## config.mk

```make
export PLATFORM = sky130hd
export DESIGN_NAME = rram_read_seq
export DESIGN_NICKNAME = d
export VERILOG_FILES = /design/src/rtl/rram_read_seq_pkg.sv /design/src/rtl/rram_read_seq_pulse_cnt.sv /design/src/rtl/rram_read_seq.sv
export SDC_FILE = /design/constraint.sdc
export NUM_CORES = 1
export LEC_CHECK = 0
export ABC_AREA = 0
export CORE_MARGIN = 2
export CORE_UTILIZATION = 48
export DETAILED_ROUTE_END_ITERATION = 12
export PLACE_DENSITY_LB_ADDON = 0.05
export SYNTH_ARGS = -nofsm -noshare
export SYNTH_HDL_FRONTEND = slang
export SYNTH_SLANG_ARGS = --single-unit
```

## constraint.sdc

```tcl
create_clock -name mclk -period 3.8 [get_ports mclk]
set_clock_uncertainty 0.2 [all_clocks]
set_input_delay 0.76 -clock mclk [delete_from_list [all_inputs] [get_ports mclk]]
set_output_delay 0.76 -clock mclk [all_outputs]
set_load 0.01 [all_outputs]
```

## src/rtl/rram_read_seq_pkg.sv

```systemverilog
// Shared rram package: read-sequencer state encoding and timing-counter width.
// WORD_SIZE / ADDR_BITS_N normally come from the global defines; fallbacks keep the slice standalone.
`ifndef WORD_SIZE
`define WORD_SIZE 8
`endif
`ifndef ADDR_BITS_N
`define ADDR_BITS_N 8
`endif

package rram_read_seq_pkg;
   localparam int CNT_W_DEFAULT = 8;

   typedef enum logic [2:0] {
      IDLE  = 3'd0,
      SETUP = 3'd1,
      SENSE = 3'd2,
      WAIT  = 3'd3,
      RESP  = 3'd4
   } rram_state_e;
endpackage

```

## src/rtl/rram_read_seq_pulse_cnt.sv

```systemverilog
// Loadable down-counter for SETUP/SENSE/WAIT timing. done marks the last cycle of a phase;
// a load value of 0 never raises done, which gives the "wait forever" behaviour.
module rram_pulse_cnt #(
   parameter int W = 8
) (
   input  logic         clk,
   input  logic         rst,
   input  logic         load,
   input  logic [W-1:0] load_val,
   output logic         done
);
   logic [W-1:0] cnt;

   always_ff @(posedge clk) begin
      if (rst) begin
         cnt <= '0;
      end else if (load) begin
         cnt <= load_val;
      end else if (cnt != '0) begin
         cnt <= cnt - W'(1);
      end
   end

   assign done = (cnt == W'(1));
endmodule

```

## src/rtl/rram_read_seq.sv

```systemverilog
// RRAM read sequencer: drives wordline/select/bitline enables and the sense amp for one word
// read, then returns the sensed word (or a timeout flag) on a response handshake.
module rram_read_seq
   import rram_read_seq_pkg::*;
#(
   parameter int WORD_SIZE   = `WORD_SIZE,
   parameter int ADDR_BITS_N = `ADDR_BITS_N,
   parameter int CNT_W       = CNT_W_DEFAULT
) (
   input  logic                   mclk,
   input  logic                   rst,
   input  logic                   req_valid,
   output logic                   req_ready,
   input  logic [ADDR_BITS_N-1:0] req_addr,
   input  logic [CNT_W-1:0]       cfg_setup,
   input  logic [CNT_W-1:0]       cfg_pw,
   input  logic [CNT_W-1:0]       cfg_timeout,
   output logic [ADDR_BITS_N-1:0] rram_addr,
   output logic                   wl_en,
   output logic                   sl_en,
   output logic                   bl_en,
   output logic                   sa_en,
   output logic                   sa_clk,
   input  logic [WORD_SIZE-1:0]   sa_do,
   input  logic                   sa_rdy,
   output logic                   rsp_valid,
   input  logic                   rsp_ready,
   output logic [WORD_SIZE-1:0]   rsp_data,
   output logic                   rsp_timeout,
   output rram_state_e            dbg_state
);
   // Handshakes: a transfer happens on a rising edge where valid and ready are both 1.
   // The producer holds valid and its payload stable until that edge; ready never waits on valid.

   rram_state_e    state, next_state;
   logic [CNT_W-1:0] pw_q, tmo_q;
   logic           cnt_load, cnt_done, accept;
   logic [CNT_W-1:0] cnt_val;

   assign accept    = (state == IDLE) && req_valid && req_ready;
   assign dbg_state = state;

   rram_pulse_cnt #(.W(CNT_W)) u_cnt (
      .clk      (mclk),
      .rst      (rst),
      .load     (cnt_load),
      .load_val (cnt_val),
      .done     (cnt_done)
   );

   always_ff @(posedge mclk) begin
      if (rst) state <= IDLE;
      else     state <= next_state;
   end

   always_comb begin
      next_state = state;
      cnt_load   = 1'b0;
      cnt_val    = '0;
      case (state)
         IDLE: if (req_valid && req_ready) begin
            next_state = SETUP;
            cnt_load   = 1'b1;
            cnt_val    = (cfg_setup == '0) ? CNT_W'(1) : cfg_setup;
         end
         SETUP: if (cnt_done) begin
            next_state = SENSE;
            cnt_load   = 1'b1;
            cnt_val    = (pw_q == '0) ? CNT_W'(1) : pw_q;
         end
         SENSE: if (cnt_done) begin
            next_state = WAIT;
            cnt_load   = 1'b1;
            cnt_val    = tmo_q;
         end
         WAIT:    if (sa_rdy || cnt_done) next_state = RESP;
         RESP:    if (rsp_ready) next_state = IDLE;
         default: next_state = IDLE;
      endcase
   end

   // Outputs are flops decoded from next_state, so they line up with the state register.
   always_ff @(posedge mclk) begin
      if (rst) begin
         req_ready   <= 1'b1;
         rram_addr   <= '0;
         wl_en       <= 1'b0;
         sl_en       <= 1'b0;
         bl_en       <= 1'b0;
         sa_en       <= 1'b0;
         sa_clk      <= 1'b0;
         rsp_valid   <= 1'b0;
         rsp_data    <= '0;
         rsp_timeout <= 1'b0;
         pw_q        <= '0;
         tmo_q       <= '0;
      end else begin
         req_ready <= (next_state == IDLE);
         wl_en     <= (next_state == SETUP) || (next_state == SENSE);
         sl_en     <= (next_state == SETUP) || (next_state == SENSE);
         bl_en     <= (next_state == SETUP) || (next_state == SENSE);
         sa_en     <= (next_state == SENSE) || (next_state == WAIT);
         sa_clk    <= (next_state == SENSE);
         rsp_valid <= (next_state == RESP);
         if (accept) begin
            rram_addr <= req_addr;
            pw_q      <= cfg_pw;
            tmo_q     <= cfg_timeout;
         end
         // sa_rdy is checked before the timeout so a coincident ready still returns data.
         if (state == WAIT) begin
            if (sa_rdy) begin
               rsp_data    <= sa_do;
               rsp_timeout <= 1'b0;
            end else if (cnt_done) begin
               rsp_data    <= '0;
               rsp_timeout <= 1'b1;
            end
         end
      end
   end
endmodule

```

==> impl_metrics.env <==
export IMPL_timing_critical_path_from_type="primary input"
export IMPL_final_util=0.686
export IMPL_gpl_final_weighted_congestion=0.746
export IMPL_placed_cells_incl_taps=354
export IMPL_worst_setup_hold_path_clk_slew_ns=0.09
export IMPL_share_of_cells_above_drive_strength_1=0.0613
export IMPL_fmax_mhz=375
export IMPL_die_width_um=70.4
export IMPL_worstPathMaxFanout=26
export IMPL_cts_max_level=2
export IMPL_worst_setup_path_type="in -> reg"
export IMPL_power_per_cell_area_nw_per_um2=588
export IMPL_ctsRootBufferMaster="sky130_fd_sc_hd__clkbuf_8"
export IMPL_drt_iter0_drc=184
export IMPL_internal_power_uw=1140
export IMPL_post_route_min_period_ns=2.66
export IMPL_ff2ff_setup_slack_ns=1.18
export IMPL_final_setup_tns_ns=0
export IMPL_power_uw=1730
export IMPL_synth_seq_area_share=0.464
export IMPL_critical_path_arrival_ns=2.68
export IMPL_setup_violating_endpoint_count_in_the_final_report=0
export IMPL_synth_edf_count=0
export IMPL_cp_slowest_stage_delay_ns=0.83
export IMPL_slew_headroom=0.411
export IMPL_timing_final_crit_share=0.701
export IMPL_number_of_global_route_vias_before_repair=1834
export IMPL_drt_pass1_iter_count=4
export IMPL_synthMostInstantiatedCell="sky130_fd_sc_hd__nand2_1"
export IMPL_ys_async_sr_fraction=0
export IMPL_overflow=0
export IMPL_initial_utilization=0.492
export IMPL_critPathBufInv=1
export IMPL_total_of_flip_flops_plus_latches_after_synthesis=49
export IMPL_worst_ep_required_ns=3.81
export IMPL_route_antenna_remaining_nets=0
export IMPL_wl_per_cell_um=13.9
export IMPL_drv_max_cap_violation_count=0
export IMPL_hold_viol_final=0
export IMPL_synth_nets=294
export IMPL_ios=72
export IMPL_timing_critical_path_to_type="flop"
export IMPL_yosys_top_cells_area="sky130_fd_sc_hd__dfxtp_1 (46%), sky130_fd_sc_hd__nand2_1 (10%), sky130_fd_sc_hd__a21oi_1 (6.2%)"
export IMPL_dp_hpwl_um=3620
export IMPL_layout_area_overhead_vs_synth_pct=39.4
export IMPL_grt_antenna_before_repair=0
export IMPL_vias_per_cell=5.38
export IMPL_setup_repair_after_global_routing_missed_its_margin="false"
export IMPL_hold_class="reg -> reg"
export IMPL_ys_warn_count=0
export IMPL_cts_resized_gates=0
export IMPL_cts_buffers=5
export IMPL_cts_sinks=49
export IMPL_cts_hold_buffers_added=0
export IMPL_pwr_share_seq=0.400
export IMPL_critical_path_slowest_cell="sky130_fd_sc_hd__or4_1"
export IMPL_worstPathCellList="clkdlybuf4s50_1 -> nand2_1 -> or4_1 -> nor2_1 -> a221oi_1 -> a311oi_1"
export IMPL_synth_largest_area_cell="sky130_fd_sc_hd__dfxtp_1"
export IMPL_tritoncts_clock_tree="yes"
export IMPL_die_area_um2=4950
export IMPL_power_switching_fraction=0.340
export IMPL_final_cell_count_no_fill=362
export IMPL_result_of_the_run="finished, final reports clean"
export IMPL_place_port_buffers=71
export IMPL_vias=1946
export IMPL_design_final_nets=356
export IMPL_path_delay_family="simple AND/OR/NAND/NOR gates"
export IMPL_vdd_ir_drop_worst_v=0.000280
export IMPL_synthesis_area_um2=2110
export IMPL_synthDistinctLibCells=37
export IMPL_num_rows=24
export IMPL_die_height_um=70.4
export IMPL_grt_pass1_wl_um=8490
export IMPL_grtUsageTotal=0.214
export IMPL_synth_flop_cell="sky130_fd_sc_hd__dfxtp_1"
export IMPL_final_fill_count=365
export IMPL_clockPowerShare=0.219
export IMPL_synthTopCellsByCount="sky130_fd_sc_hd__nand2_1 (59), sky130_fd_sc_hd__dfxtp_1 (49), sky130_fd_sc_hd__a21oi_1 (26), sky130_fd_sc_hd__nor2_1 (18), sky130_fd_sc_hd__clkbuf_1 (14)"
export IMPL_drc=0
export IMPL_maxSlewViolCount=0
export IMPL_worst_skew_pair_late_latency_ns=0.29
export IMPL_syn_area_per_cell_um2=8.56
export IMPL_comb_power_share=0.382
export IMPL_grt_start_max_net_pins=32
export IMPL_detailed_route_wire_length_um=5020
export IMPL_diodes=0
export IMPL_clk_path_buf_depth=2
export IMPL_netlist_area_leader_share=0.464
export IMPL_total_leakage_power_uw=0.00109
export IMPL_worstMarginPinSlew_ns=0.884
export IMPL_switching_power_uw=590
export IMPL_post_cts_repair_setup_buffers=0
export IMPL_placeableCoreArea_um2=4290
export IMPL_syn_inst=247
## layout make-up
type | instances | area [um^2] | share of cell area
clock buffer | 7 | 86.3 | 0.0293
clock inverter | 1 | 30.0 | 0.0102
inverter | 4 | 15.0 | 0.00509
multi-input combinational | 175 | 1040 | 0.352
sequential | 49 | 981 | 0.333
tap | 52 | 65.1 | 0.0221
timing repair buffer | 74 | 733 | 0.249
## through the flow
stage	hold slack [ns]	instance area (um^2)	worst slack, ns
final	0.258	2950	1.14
after CTS	0.260	2950	1.14
after global placement	0.243	2830	0.842
after detailed placement	0.248	2830	0.834
after floorplan	0.236	2110	1.47
after global routing	0.282	2950	0.936
## state kept, by name, summed over array words and instances, names as in the netlist
register and count:
rsp_valid 1, req_ready 1, rram_addr 8, sa_clk 1, u_cnt.cnt 8, sa_en 1, rsp_timeout 1, dbg_state 3
rsp_data 8, tmo_q 8, pw_q 8, bl_en 1
## placed cells by master, fill, tap and decap left out, types with 2 or more instances in the layout
cell type,Yosys,final
sky130_fd_sc_hd__nor4_1,4,3
sky130_fd_sc_hd__o31ai_1,2,2
sky130_fd_sc_hd__ha_1,2,2
sky130_fd_sc_hd__a21o_1,2,2
sky130_fd_sc_hd__inv_1,4,4
sky130_fd_sc_hd__nor2b_1,4,4
sky130_fd_sc_hd__nand2b_1,4,4
sky130_fd_sc_hd__or3b_2,2,2
sky130_fd_sc_hd__buf_4,2,3
sky130_fd_sc_hd__nand2_1,59,59
sky130_fd_sc_hd__dfxtp_1,49,49
sky130_fd_sc_hd__clkbuf_8,0,6
sky130_fd_sc_hd__or4_1,3,3
sky130_fd_sc_hd__or4_4,2,2
sky130_fd_sc_hd__a222oi_1,7,7
sky130_fd_sc_hd__a22oi_1,8,8
sky130_fd_sc_hd__a311oi_1,2,2
sky130_fd_sc_hd__a21oi_1,26,26
sky130_fd_sc_hd__clkdlybuf4s50_1,0,71
sky130_fd_sc_hd__xor2_1,4,4
sky130_fd_sc_hd__nor3_1,5,5
sky130_fd_sc_hd__nor2_1,18,18
sky130_fd_sc_hd__nor4_4,2,2
sky130_fd_sc_hd__xnor2_1,3,3
sky130_fd_sc_hd__a21boi_0,6,6
## power by group through the flow
stage          registers [uW]  logic (uW)  clock network [uW]
6_report                  692         661                 379
5_1_grt                   708         749                 411
4_1_cts                   692         664                 388
3_5_place_dp              704         660                   0
3_3_place_gp              699         648                   0
2_1_floorplan             692         490                   0
## cells by family (layout without fill, tap and decap cells)
kind of cell,after synthesis,in the layout,synth area share
AOI/OAI and AO/OA,61,61,0.206
xor gates and xnor gates,7,7,0.0290
adders and majority gates,2,2,0.0118
buffers and inverters,23,86,0.0485
DFF,49,49,0.464
and+or+nand+nor,105,105,0.241
## tightest hold or removal path, stage by stage (launching register included)
cell and delay [ns]:
sky130_fd_sc_hd__dfxtp_1 0.31, sky130_fd_sc_hd__nand2_1 0.05, sky130_fd_sc_hd__a21oi_1 0.05
## path summary, 6_finish.rpt
kind | depth (start not counted) | from | endpoint
min | 2 | tmo_q[6]$_SDFFE_PP0P_ | tmo_q[6]$_SDFFE_PP0P_
min reg2reg | 2 | tmo_q[6]$_SDFFE_PP0P_ | tmo_q[6]$_SDFFE_PP0P_
max reg2reg | 6 | u_cnt.cnt[0]$_SDFFE_PP0P_ | bl_en$_SDFF_PP0_
max | 6 | req_valid | u_cnt.cnt[0]$_SDFFE_PP0P_
## per-layer routing
layer	wire (um)	vias to the layer above	GRT usage
met4	27	0	0.0577
li1	-	987	-
met5	0	-	0
met3	253	2	0.0577
met1	2220	911	0.278
met2	2520	46	0.350
(Power assumes the default switching activity.)
